===== config.mk =====
export PLATFORM = sky130hd
export DESIGN_NAME = vga_timing_monitor_flat
export DESIGN_NICKNAME = d
export VERILOG_FILES = /design/src/rtl/vga_timing_monitor_if.sv /design/src/rtl/vga_timing_monitor.sv /design/src/flat_wrapper.sv
export SDC_FILE = /design/constraint.sdc
export NUM_CORES = 1
export LEC_CHECK = 0
export CAP_MARGIN = 40
export CORE_MARGIN = 2
export CORE_UTILIZATION = 55
export DETAILED_ROUTE_END_ITERATION = 10
export GPL_ROUTABILITY_DRIVEN = 0
export GPL_TIMING_DRIVEN = 0
export PLACE_DENSITY = 0.88
export SETUP_SLACK_MARGIN = 0.5
export SLEW_MARGIN = 20
export SYNTH_ARGS = -nofsm -noshare
export SYNTH_HDL_FRONTEND = slang
export SYNTH_SLANG_ARGS = --single-unit

===== constraint.sdc =====
create_clock -name pixel_clk -period 3.8 [get_ports pixel_clk]
set_input_delay 0.76 -clock pixel_clk [delete_from_list [all_inputs] [get_ports pixel_clk]]
set_output_delay 0.76 -clock pixel_clk [all_outputs]
set_load 0.05 [all_outputs]

===== src/rtl/vga_timing_monitor_if.sv =====
// -----------------------------------------------------------------------------
// vga_timing_monitor_if
// Video output bundle of a VGA source as seen by a passive monitor.
//   vga_hs    : horizontal sync, active low
//   vga_vs    : vertical sync, active low
//   vga_blank : high during active pixels
//   vga_rgb   : pixel colour, meaningful only while vga_blank is high
// master drives the stream (video source / bench), slave only observes it.
// -----------------------------------------------------------------------------
interface vga_timing_monitor_if;
  logic        vga_hs;
  logic        vga_vs;
  logic        vga_blank;
  logic [23:0] vga_rgb;

  modport master (output vga_hs, vga_vs, vga_blank, vga_rgb);
  modport slave  (input  vga_hs, vga_vs, vga_blank, vga_rgb);
endinterface


===== src/rtl/vga_timing_monitor.sv =====
// -----------------------------------------------------------------------------
// vga_timing_monitor
// Passive checker in the pixel clock domain. Locks onto a VGA stream, measures
// line/frame geometry against the programmed timing, raises sticky error flags
// and produces a per-frame checksum of the active pixels.
// Ports:
//   pixel_clk, pixel_rst_n : clock, asynchronous active-low reset
//   vga (slave)            : observed HS/VS/BLANK/RGB
//   i_clr_err              : synchronous clear of the sticky error flags
//   o_locked               : two consecutive clean frames seen
//   o_err_h/o_err_v/o_err_blank : sticky horizontal/vertical/active-window errors
//   o_frame_cnt            : clean frames since reset (wraps)
//   o_frame_sum(_valid)    : checksum of last clean frame, one-cycle update pulse
//   o_line_len             : last HS fall-to-fall period in pixels
//   o_frame_lines          : last clean VS period in lines
// -----------------------------------------------------------------------------
module vga_timing_monitor #(
  parameter int HDISP  = 800,
  parameter int VDISP  = 480,
  parameter int HFP    = 40,
  parameter int HPULSE = 48,
  parameter int HBP    = 40,
  parameter int VFP    = 13,
  parameter int VPULSE = 3,
  parameter int VBP    = 29
) (
  input  logic                       pixel_clk,
  input  logic                       pixel_rst_n,
  vga_timing_monitor_if.slave        vga,
  input  logic                       i_clr_err,
  output logic                       o_locked,
  output logic                       o_err_h,
  output logic                       o_err_v,
  output logic                       o_err_blank,
  output logic [15:0]                o_frame_cnt,
  output logic [31:0]                o_frame_sum,
  output logic                       o_frame_sum_valid,
  output logic [11:0]                o_line_len,
  output logic [10:0]                o_frame_lines
);

  localparam logic [11:0] HTOTAL     = 12'(HPULSE + HBP + HDISP + HFP);
  localparam logic [11:0] HSYNC_W    = 12'(HPULSE);
  localparam logic [11:0] HACT_START = 12'(HPULSE + HBP);
  localparam logic [11:0] HACT_LEN   = 12'(HDISP);
  localparam logic [10:0] VTOTAL     = 11'(VPULSE + VBP + VDISP + VFP);
  localparam logic [10:0] VSYNC_W    = 11'(VPULSE);
  localparam logic [10:0] VACT_FIRST = 11'(VPULSE + VBP);
  localparam logic [10:0] VACT_LAST  = 11'(VPULSE + VBP + VDISP - 1);

  localparam logic [0:0] ST_SEARCH = 1'b0;
  localparam logic [0:0] ST_TRACK  = 1'b1;

  logic        r_hs1, r_vs1, r_blank1, r_hs2, r_vs2, r_blank2;
  logic [23:0] r_rgb1;
  logic [11:0] r_hcnt, r_run;
  logic [10:0] r_vcnt;
  logic        r_line_act;
  logic [31:0] r_acc;
  logic [0:0]  r_state;
  logic [1:0]  r_good;

  logic        w_hs_fall, w_hs_rise, w_vs_fall, w_vs_rise, w_blank_rise, w_blank_fall;
  logic [11:0] w_hpos, w_hcnt_next, w_run_next;
  logic [10:0] w_vcnt_inc, w_vline;
  logic        w_in_win, w_prev_in_win, w_line_act_next;
  logic [31:0] w_acc_next;
  logic        w_eh, w_ev, w_eb, w_track, w_err_any;
  logic [1:0]  w_good_next;

  // Edges are S1 versus previous S1; hpos/vline give this cycle's position
  // (a fall is position/line 0 in the same cycle it is seen).
  assign w_hs_fall    =  r_hs2 & ~r_hs1;
  assign w_hs_rise    = ~r_hs2 &  r_hs1;
  assign w_vs_fall    =  r_vs2 & ~r_vs1;
  assign w_vs_rise    = ~r_vs2 &  r_vs1;
  assign w_blank_rise = ~r_blank2 &  r_blank1;
  assign w_blank_fall =  r_blank2 & ~r_blank1;

  assign w_hpos      = w_hs_fall ? 12'd0 : r_hcnt;
  assign w_hcnt_next = w_hs_fall ? 12'd1 : ((r_hcnt == 12'hFFF) ? r_hcnt : r_hcnt + 12'd1);
  assign w_vcnt_inc  = (r_vcnt == 11'h7FF) ? r_vcnt : r_vcnt + 11'd1;
  assign w_vline     = w_vs_fall ? 11'd0 : (w_hs_fall ? w_vcnt_inc : r_vcnt);
  // Run length of the current blank-high stretch; held after the fall so it can be checked.
  assign w_run_next  = r_blank1 ? (w_blank_rise ? 12'd1 : ((r_run == 12'hFFF) ? r_run : r_run + 12'd1))
                                : r_run;
  assign w_line_act_next = w_hs_fall ? r_blank1 : (r_line_act | r_blank1);

  assign w_in_win      = (w_vline >= VACT_FIRST) && (w_vline <= VACT_LAST);
  assign w_prev_in_win = (r_vcnt >= VACT_FIRST) && (r_vcnt <= VACT_LAST);
  assign w_acc_next    = r_acc + (r_blank1 ? {8'h00, r_rgb1} : 32'h0000_0000);

  assign w_eh = (w_hs_rise && (w_hpos != HSYNC_W)) ||
                (w_hs_fall && (r_hcnt != HTOTAL));
  assign w_eb = (w_blank_rise && (w_hpos != HACT_START)) ||
                (w_blank_fall && (r_run != HACT_LEN)) ||
                (r_blank1 && !w_in_win) ||
                (w_hs_fall && w_prev_in_win && !r_line_act);
  // VS must rise exactly on the HS fall that opens line VSYNC_W, and fall on an HS fall.
  assign w_ev = (w_vs_fall && !w_hs_fall) ||
                (w_vs_fall && (w_vcnt_inc != VTOTAL)) ||
                (w_vs_rise && !(w_hs_fall && (w_vline == VSYNC_W))) ||
                (w_hs_fall && !r_vs1 && (w_vline == VSYNC_W));

  assign w_track     = (r_state == ST_TRACK);
  assign w_err_any   = w_eh | w_ev | w_eb;
  assign w_good_next = (r_good == 2'd2) ? 2'd2 : r_good + 2'd1;

  // S1 input capture plus previous-S1 copy for edge detection.
  always_ff @(posedge pixel_clk or negedge pixel_rst_n) begin
    if (!pixel_rst_n) begin
      r_hs1    <= 1'b1;
      r_vs1    <= 1'b1;
      r_blank1 <= 1'b0;
      r_rgb1   <= 24'h00_0000;
      r_hs2    <= 1'b1;
      r_vs2    <= 1'b1;
      r_blank2 <= 1'b0;
    end else begin
      r_hs1    <= vga.vga_hs;
      r_vs1    <= vga.vga_vs;
      r_blank1 <= vga.vga_blank;
      r_rgb1   <= vga.vga_rgb;
      r_hs2    <= r_hs1;
      r_vs2    <= r_vs1;
      r_blank2 <= r_blank1;
    end
  end

  // Position counters run in every state so TRACK starts with valid geometry.
  always_ff @(posedge pixel_clk or negedge pixel_rst_n) begin
    if (!pixel_rst_n) begin
      r_hcnt     <= 12'd0;
      r_vcnt     <= 11'd0;
      r_run      <= 12'd0;
      r_line_act <= 1'b0;
      o_line_len <= 12'd0;
    end else begin
      r_hcnt     <= w_hcnt_next;
      r_vcnt     <= w_vline;
      r_run      <= w_run_next;
      r_line_act <= w_line_act_next;
      o_line_len <= w_hs_fall ? r_hcnt : o_line_len;
    end
  end

  // Lock state machine, checksum accumulator and per-frame results.
  always_ff @(posedge pixel_clk or negedge pixel_rst_n) begin
    if (!pixel_rst_n) begin
      r_state           <= ST_SEARCH;
      r_good            <= 2'd0;
      r_acc             <= 32'h0000_0000;
      o_locked          <= 1'b0;
      o_frame_cnt       <= 16'd0;
      o_frame_sum       <= 32'h0000_0000;
      o_frame_sum_valid <= 1'b0;
      o_frame_lines     <= 11'd0;
    end else begin
      o_frame_sum_valid <= 1'b0;
      case (r_state)
        ST_SEARCH: begin
          o_locked <= 1'b0;
          if (w_vs_fall) begin
            r_state <= ST_TRACK;
            r_good  <= 2'd0;
            r_acc   <= 32'h0000_0000;
          end else begin
            r_acc   <= w_acc_next;
          end
        end
        ST_TRACK: begin
          if (w_err_any) begin
            r_state  <= ST_SEARCH;
            r_good   <= 2'd0;
            o_locked <= 1'b0;
            r_acc    <= 32'h0000_0000;
          end else if (w_vs_fall) begin
            o_frame_cnt       <= o_frame_cnt + 16'd1;
            o_frame_sum       <= w_acc_next;
            o_frame_sum_valid <= 1'b1;
            o_frame_lines     <= w_vcnt_inc;
            r_acc             <= 32'h0000_0000;
            r_good            <= w_good_next;
            o_locked          <= (w_good_next == 2'd2);
          end else begin
            r_acc <= w_acc_next;
          end
        end
        default: begin
          r_state  <= ST_SEARCH;
          r_good   <= 2'd0;
          o_locked <= 1'b0;
          r_acc    <= 32'h0000_0000;
        end
      endcase
    end
  end

  // Sticky error flags; a clear loses against an error detected in the same cycle.
  always_ff @(posedge pixel_clk or negedge pixel_rst_n) begin
    if (!pixel_rst_n) begin
      o_err_h     <= 1'b0;
      o_err_v     <= 1'b0;
      o_err_blank <= 1'b0;
    end else begin
      o_err_h     <= (i_clr_err ? 1'b0 : o_err_h)     | (w_track & w_eh);
      o_err_v     <= (i_clr_err ? 1'b0 : o_err_v)     | (w_track & w_ev);
      o_err_blank <= (i_clr_err ? 1'b0 : o_err_blank) | (w_track & w_eb);
    end
  end

endmodule


===== src/flat_wrapper.sv =====
// flat-port wrapper written by rule: the top's interface ports become plain ports
module vga_timing_monitor_flat 
#(
  parameter int HDISP  = 800,
  parameter int VDISP  = 480,
  parameter int HFP    = 40,
  parameter int HPULSE = 48,
  parameter int HBP    = 40,
  parameter int VFP    = 13,
  parameter int VPULSE = 3,
  parameter int VBP    = 29
)
  (pixel_clk, pixel_rst_n, i_clr_err, o_locked, o_err_h, o_err_v, o_err_blank, o_frame_cnt, o_frame_sum, o_frame_sum_valid, o_line_len, o_frame_lines, vga_vga_hs, vga_vga_vs, vga_vga_blank, vga_vga_rgb);
  vga_timing_monitor_if vga_i ();
  input  logic pixel_clk;
  input  logic pixel_rst_n;
  input  logic i_clr_err;
  output logic o_locked;
  output logic o_err_h;
  output logic o_err_v;
  output logic o_err_blank;
  output logic [15:0] o_frame_cnt;
  output logic [31:0] o_frame_sum;
  output logic o_frame_sum_valid;
  output logic [11:0] o_line_len;
  output logic [10:0] o_frame_lines;
  input wire logic [$bits(vga_i.vga_hs)-1:0] vga_vga_hs;
  input wire logic [$bits(vga_i.vga_vs)-1:0] vga_vga_vs;
  input wire logic [$bits(vga_i.vga_blank)-1:0] vga_vga_blank;
  input wire logic [$bits(vga_i.vga_rgb)-1:0] vga_vga_rgb;
  assign vga_i.vga_hs = vga_vga_hs;
  assign vga_i.vga_vs = vga_vga_vs;
  assign vga_i.vga_blank = vga_vga_blank;
  assign vga_i.vga_rgb = vga_vga_rgb;
  vga_timing_monitor #(.HDISP(HDISP), .VDISP(VDISP), .HFP(HFP), .HPULSE(HPULSE), .HBP(HBP), .VFP(VFP), .VPULSE(VPULSE), .VBP(VBP)) u_core (.pixel_clk(pixel_clk), .pixel_rst_n(pixel_rst_n), .vga(vga_i), .i_clr_err(i_clr_err), .o_locked(o_locked), .o_err_h(o_err_h), .o_err_v(o_err_v), .o_err_blank(o_err_blank), .o_frame_cnt(o_frame_cnt), .o_frame_sum(o_frame_sum), .o_frame_sum_valid(o_frame_sum_valid), .o_line_len(o_line_len), .o_frame_lines(o_frame_lines));
endmodule

# Word-level counts from Yosys, hierarchy flattened

Cells that the tools add are included.
Widths: inputs -> output; s select.

Output and inout bits: 76
Bits in registers: 177
Word-level logic and storage cells: 130
Input bits: 30

Add/sub/neg operators: 6
Bitwise gates (word level): 23
Eq/ne operators: 15
$lt $le $gt $ge: 4
Reduce and logical (&&, ||, !) cells: 30
Muxes and demuxes: 29

Operator list:

| kind                  | number |
|---|---|
| $mux 32               | 2 |
| $pmux 32 s2           | 1 |
| $mux 12               | 5 |
| $mux 11               | 3 |
| $add 32x32->32        | 1 |
| $add 12x1->12 const B | 2 |
| $eq 12x12->1 const B  | 2 |
| $mux 24               | 1 |
| $ne 12x10->1 const B  | 2 |
| $ge 11x6->1 const B   | 2 |
| $le 11x9->1 const B   | 2 |
| $add 16x1->16 const B | 1 |
| $logic_and 1x1->1     | 15 |
| $ne 12x6->1 const B   | 1 |
| $ne 12x7->1 const B   | 1 |
| $add 11x1->11 const B | 1 |
| $eq 11x11->1 const B  | 1 |
| $eq 11x2->1 const B   | 1 |
| $ne 11x10->1 const B  | 1 |
| $mux 1                | 10 |
| $and 1x1->1           | 9 |
| $mux 2                | 4 |
| $not 1->1             | 8 |
| $logic_or 1x1->1      | 7 |
| other kinds (10)      | 24 |

# Logic depth before layout (Yosys ltp)

Gate-level depths: netlist (run 1).

Depth after elaboration: 14
Depth in mapped cells: 14

# Least setup slack after synthesis (run 1)

Ideal clock, no wire load.

Path kind: register -> register
Start: reg u_core.r_blank1
End: reg u_core.o_frame_sum[31]
Buffers on the path: 2
Data required time: 3.665 ns
Stages on the path, launching flop included: 15
Setup slack: 0.440 ns
Library setup time: 0.135 ns
Data arrival time: 3.226 ns
Clock period less this slack: 3.360 ns
Cell sequence: dfrtp_1 clkbuf_1 clkbuf_1 nand2_1 inv_1 ha_1 a211oi_1 nor2_1 o31ai_1 a21oi_1 a221o_1 a221o_1 a2111oi_0 mux2_2 a31oi_1

Longest elaborated chain between the ends: 9
Elaborated cells on any way between the ends: 14

Ends and longest elaborated chain:

| item                                                                   | RTL line                  | RTL |
|---|---|---|
| start: declaration                                                     | vga_timing_monitor.sv:54  | `logic r_hs1, r_vs1, r_blank1, r_hs2, r_vs2, r_blank2;` |
| start signal: assignment                                               | vga_timing_monitor.sv:122 | `r_blank1 <= vga.vga_blank;` |
| parallel branches: the longest is 9 deep, another holds $add 32x32->32 | --                        |  |
| end signal: assignment                                                 | vga_timing_monitor.sv:179 | `o_frame_sum <= w_acc_next;` |
| end: declaration                                                       | vga_timing_monitor.sv:36  | `output logic [31:0] o_frame_sum,` |

Several ways; the timed one is not identified.
A chain may end at the register's enable or synchronous reset.

# Final worst setup path (run 1)

Start: reg u_core.r_blank1
End: reg u_core.o_frame_sum[23]

Same word-level chain as after synthesis.

==> results of run 1 <==
==> cell families (layout without fill, tap and decap cells) <==
family,after synthesis,after routing
buffers and inverters,71,231
AOI/OAI and AO/OA,178,178
xor gates and xnor gates,54,54
and+or+nand+nor,354,354
DFF,177,177
adders and majority gates,33,33
muxes,5,5
==> flip-flops by register name, summed over array words and instances (netlist names), 2 cells and up <==
name	cells
u_core.r_run	12
u_core.o_frame_cnt	16
u_core.o_frame_sum	32
u_core.r_hcnt	12
u_core.r_acc	32
u_core.r_good	2
u_core.o_frame_lines	11
u_core.o_line_len	12
u_core.r_rgb1	24
u_core.r_vcnt	11
==> path summary, 6_finish.rpt <==
check                           startpoint                     end  depth (start not counted)
setup / recovery           u_core.r_blank1  u_core.o_frame_sum[23]                         14
hold / removal                 pixel_rst_n  u_core.o_frame_sum[14]                          1
setup reg to reg           u_core.r_blank1  u_core.o_frame_sum[23]                         14
hold reg to reg               u_core.r_hs1            u_core.r_hs2                          0
max in group asynchronous      pixel_rst_n        u_core.r_vcnt[1]                          2
min in group pixel_clk        u_core.r_hs1            u_core.r_hs2                          0
==> through the flow <==
step                      worst slack (ns)  std cells  total power (uW)  instance area (um2)  setup TNS, ns
after global routing                 0.183       1243              5540                11200              0
after floorplan                      0.535        872              3040                 8670              0
after detailed placement            -0.147       1189              3370                10000         -0.244
final                                0.277       1243              5340                11200              0
after CTS                            0.502       1231              5140                10900              0
after global placement               -5.04       1188              3320                 9980        -881.50
==> critical path: cells and delay by family, from the launching register on <==
family / cells / cell delay (ns)
AO/OA/AOI/OAI: 7 / 1.70
buffers and inverters: 3 / 0.56
flip-flops: 1 / 0.39
AND/OR/NAND/NOR: 2 / 0.31
XOR/XNOR: 1 / 0.19
adder cells (fa/ha/maj): 1 / 0.24
==> power by group through the flow <==
| stage | Sequential [uW] | Combinational (uW) | Clock (uW) |
|---|---|---|---|
| after global placement | 2200 | 1130 | 0 |
| final | 2200 | 1480 | 1660 |
| after CTS | 2190 | 1290 | 1660 |
| after floorplan | 2240 | 799 | 0 |
| after detailed placement | 2200 | 1170 | 0 |
| after global routing | 2220 | 1580 | 1740 |
==> cell usage in the layout (no fill, tap or decap), types with 23 or more instances in the layout <==
| cell type | Yosys | layout |
|---|---|---|
| buf_4 | 9 | 27 |
| o21ai_0 | 36 | 32 |
| o21ai_1 | 21 | 25 |
| clkdlybuf4s50_1 | 0 | 104 |
| dfrtp_1 | 173 | 172 |
| xnor2_1 | 25 | 25 |
| nand2_1 | 110 | 108 |
| and2_1 | 28 | 24 |
| ha_1 | 32 | 23 |
| inv_1 | 35 | 34 |
| xor2_1 | 29 | 28 |
| nor2_1 | 74 | 71 |
| a21oi_1 | 39 | 33 |
==> layer usage <==
metal  global-route usage, %  wire length [um]
met5                       0                 0
met2                    43.7             11400
met4                    11.9              1050
met3                    5.90              1700
met1                    31.5              8850
==> repair_timing <==
item / in CTS / in global routing
endpoints found under the setup margin: 77 / 82
pin swaps: 14 / 22
buffers inserted: 10 / 12
gates cloned: 0 / 0
resized for setup: 38 / 48
==> layout make-up <==
class | count | area [um2] | area share [%]
sequential | 177 | 4440 | 39.7
multi-input combinational | 624 | 4290 | 38.4
timing repair buffer | 128 | 1260 | 11.2
clock buffer | 20 | 437 | 3.91
tap | 211 | 264 | 2.36
buffer | 36 | 254 | 2.27
inverter | 35 | 134 | 1.20
clock inverter | 12 | 110 | 0.985
==> out/qor.yml, run 1 <==
outcome: "finished, final reports clean"
clkSlewWorstSetupHoldPaths_ns: 0.06
fmax_mhz: 284
drc: 0
endpoint_kind: "register"
crit_arrival_ns: 3.84
num_vias: 7517
synthTopCellsByCount: "dfrtp_1 (173), nand2_1 (110), nor2_1 (74)"
yosysSeqAreaShare_pct: 51.2
yosys_most_used_dff: "dfrtp_1"
nNetsFinal: 1082
die_area_mm2: 0.0168
final_core_utilization_pct: 73.0
yosysMostFrequentCell: "dfrtp_1"
power.leakage_uw: 0.00496
grt_first_pass_wirelength_um: 34400
antenna_found_initial: 0
hpwl_um: 13400
synthMuxAreaShare_pct: 0.606
clock_sinks: 177
clockBufferDepth: 2
pwr-share-clk_pct: 31.0
worst_pin_slew_ns: 0.762
antenna_cells: 0
cp_slowest_stage_delay_ns: 0.46
fin_skew_ns: 0.0106
p_seq_share_pct: 41.3
start_util_pct: 56.6
grt_setup_unrepaired: "yes"
synth_top_family_by_area: "simple AND/OR/NAND/NOR gates"
synth_cell_types: 70
intPower_uw: 3550
synth_top_cell_by_area: "dfrtp_1"
final.period_utilization_pct: 92.7
num_rows: 45
syn_area_per_cell_um2: 9.94
ys_seq_elements: 177
synth_edf_count: 0
layout-drive-gt1-share_pct: 15.4
yosys-top-cells-area: "dfrtp_1 (50%), nand2_1 (4.8%), ha_1 (4.6%), nor2_1 (3.2%), xor2_1 (2.9%)"
synth_fa_ha_area_share_pct: 4.85
synth_compound_area_share_pct: 13.1
vias_per_cell: 6.05
ctsHoldBuffers: 0
syn2layout_area_growth_pct: 29.1
fillers: 944
power.density_mw_per_mm2: 477
yosysTopAreaCellShare_pct: 50.0
netSwitchingPower_uw: 1790
maxSlewHeadroom_pct: 48.5
dr.pass1.iters: 6
maxCapViolCount: 0
cp_common_cell: "o21ai_1"
cts-root-buf: "clkbuf_16"
ys_warn_count: 0
cts_buffers: 17
critPathKind: "register to register"
ir_drop_v: 0.000355
cts_tree: "built"
wl_per_cell_um: 18.5
cp.required_ns: 4.12
path_cells: "buf_8, buf_1, and2_1, ha_4, o21ai_1, nor2_4, o31ai_4, a21oi_2, a221o_1, a221o_2, buf_4, a21oi_1, xnor2_1, o21ai_1"
grt-ovfl-total: 0
min_period_ns: 3.52
drtIter0Drc: 990
port_buffers: 105
grtUsageTotal_pct: 25.8
setup_violations: 0
synth-simple-area-share_pct: 20.9
fp.dieH_um: 130
r2r_setup_slack_ns: 0.28
postRouteAntennaNets: 0
grt_max_degree: 105
combPwrFrac_pct: 27.7
start_kind: "register"
swShare_pct: 33.5
grt_pass1_vias: 7173
min_path_type: "primary input to async pin"
synth_xor_area_share_pct: 5.46
drv_slew: 0
slowest_stage: "a221o_2"
final_hold_viol_count: 0
ys_async_sr_fraction_pct: 100
netlist_area_mm2: 0.00866
synth_nets: 935
syn_inst: 872
die_w_um: 130
wirelength_um: 23000
hold_ws_ns: 0.261
clk_latency_ns: 0.44
coreArea_mm2: 0.0153
ioPinCount: 106
cts-htree-levels: 4
worstPathMaxFanout: 6
(Power assumes the default switching activity.)
==> run 2, diff against run 1 <==
Settings changed: CTS_CLUSTER_DIAMETER set to 60.
Clock period 3.8 ns to 3.5 ns, I/O delays scaled along.
==> out/qor.yml, run 2 (synthesis results as in run 1) <==
outcome: "finished, final reports clean"  # unchanged
grt_setup_unrepaired: "yes"  # unchanged
cp.required_ns: 3.83  # was 4.12 ns
endpoint_kind: "register"  # unchanged
critPathKind: "register to register"  # unchanged
coreArea_mm2: 0.0153  # unchanged
ir_drop_v: 0.000397  # was 0.000355 V
num_vias: 7783  # was 7517
top_regs: "u_core.o_frame_sum (32), u_core.r_acc (32), u_core.r_rgb1 (24)"  # unchanged
cts-htree-levels: 4  # unchanged
final_common_cell: "dfrtp_1"  # unchanged
antenna_cells: 0  # unchanged
grt_max_degree: 103  # was 105
fin_skew_ns: 0.0117  # was 0.0106 ns
maxCapViolCount: 0  # unchanged
wl_per_cell_um: 20.0  # was 18.5 um
place_ws_ns: -0.109  # was -0.147 ns
clock_sinks: 177  # unchanged
fin_cells: 1270  # was 1243
start_util_pct: 56.6  # unchanged
hpwl_um: 13700  # was 13400 um
num_rows: 45  # unchanged
worst_pin_slew_ns: 0.933  # was 0.762 ns
drv_slew: 0  # unchanged
mostFrequentLayoutCells: "dfrtp_1 (171), clkdlybuf4s50_1 (104), nand2_1 (99)"  # was dfrtp_1 (172), nand2_1 (108), clkdlybuf4s50_1 (104)
start_kind: "register"  # unchanged
worstPathMaxFanout: 6  # unchanged
grt-ovfl-total: 0  # unchanged
grtUsageTotal_pct: 27.3  # was 25.8%
postRouteAntennaNets: 0  # unchanged
power_uw: 6000  # was 5340 uW
ioPinCount: 106  # unchanged
dp.cells: 1189  # unchanged
place_area_mm2: 0.0102  # was 0.0100 mm2
clkSlewWorstSetupHoldPaths_ns: 0.07  # was 0.06 ns
ctsHoldBuffers: 0  # unchanged
setup_violations: 0  # unchanged
die_w_um: 130  # unchanged
fmax_mhz: 298  # was 284 MHz
power.leakage_uw: 0.00524  # was 0.00496 uW
dr.pass1.iters: 7  # was 6
cts_buffers: 17  # unchanged
min_period_ns: 3.36  # was 3.52 ns
vias_per_cell: 6.13  # was 6.05
r2r-start: "u_core.r_blank1"  # unchanged
nNetsFinal: 1109  # was 1082
crit_arrival_ns: 3.69  # was 3.84 ns
grt_pass1_vias: 7478  # was 7173
final_area_mm2: 0.0118  # was 0.0112 mm2
final.period_utilization_pct: 95.9  # was 92.7%
antenna_found_initial: 0  # unchanged
cts-root-buf: "clkbuf_16"  # unchanged
power.density_mw_per_mm2: 506  # was 477 mW/mm2
die_area_mm2: 0.0168  # unchanged
final_hold_viol_count: 0  # unchanged
cts_tree: "built"  # unchanged
fp.dieH_um: 130  # unchanged
port_buffers: 105  # unchanged
grt_first_pass_wirelength_um: 36000  # was 34400 um
clk_latency_ns: 0.44  # about the same
timing.final.ws_setup_ns: 0.144  # was 0.277 ns
wirelength_um: 25400  # was 23000 um
layout-drive-gt1-share_pct: 22.4  # was 15.4%
min_path_type: "primary input to async pin"  # unchanged
hold_ws_ns: 0.230  # was 0.261 ns
drc: 0  # unchanged
crit_start: "u_core.r_blank1"  # unchanged
clockBufferDepth: 2  # unchanged
maxSlewHeadroom_pct: 37.8  # was 48.5%
syn2layout_area_growth_pct: 36.7  # was 29.1%
fillers: 884  # was 944
drtIter0Drc: 1114  # was 990
-- run 2: changes by cell type in the layout (fill, tap and decap cells not counted), moves of 5 or more --
cell      previous run  this run
nand2_4              0         6
o21ai_1             25        18
buf_6                6        11
o21ai_2              0        10
clkbuf_8             0         5
buf_4               27        43
nand2_1            108        99
-- run 2: path summary, 6_finish.rpt --
path | to | slack (ns) | cells after the start
worst min-delay path | u_core.o_frame_sum[15] | 0.23 | 1
worst max-delay path | u_core.o_frame_sum[28] | 0.14 | 13
max in group asynchronous | u_core.r_blank1 | 2.34 | 2
worst min register to register | u_core.r_vs2 | 0.45 | 0
worst max register to register | u_core.o_frame_sum[28] | 0.14 | 13
min in group pixel_clk | u_core.r_vs2 | 0.45 | 0
-- run 2: final cells by class --
class                           instances  area, um2  area share, %
Buffer                                 36        325           2.75
Clock buffer                           21        460           3.89
Clock inverter                         11       80.1          0.676
Inverter                               35        131           1.11
Multi-Input combinational cell        624       4630           39.1
Sequential cell                       177       4440           37.4
Tap cell                              211        264           2.23
Timing Repair Buffer                  155       1520           12.8
-- run 2: power by group --
group | total, uW | switching [uW] | internal, uW | leakage [uW]
logic | 1820 | 1100 | 724 | 0.00262
clock network | 1790 | 843 | 951 | 0.000268
registers | 2380 | 143 | 2240 | 0.00234
total | 6000 | 2080 | 3920 | 0.00524
-- run 2: metal layers --
layer	global-route usage, %	wire length (um)
met4	10.6	954
met2	45.6	12400
met5	0	0
met1	34.4	9950
met3	6.90	2130
-- run 2: repair_timing --
item,CTS,global route
pin swaps,38,43
setup endpoints to repair,96,91
resized for setup,73,83
buffers inserted,23,19
gates cloned,5,2
-- run 2: worst max-delay path, stage by stage, from the launching register on --
cell,delay [ns]
dfrtp_2,0.44
buf_8,0.15
clkbuf_8,0.14
and2_1,0.16
ha_1,0.37
a21oi_1,0.20
o21ai_0,0.20
o211ai_1,0.37
a21oi_2,0.15
nor4_4,0.32
buf_6,0.19
nor2_4,0.06
mux2i_4,0.24
o41ai_1,0.25
-- run 2: through the flow --
stage | TNS (ns) | util [%]
after floorplan | 0 | -
after global placement | -928.66 | 66.3
after detailed placement | -0.584 | 66.5
after CTS | 0 | 73.6
after global routing | 0 | 77.4
final | 0 | 77.4
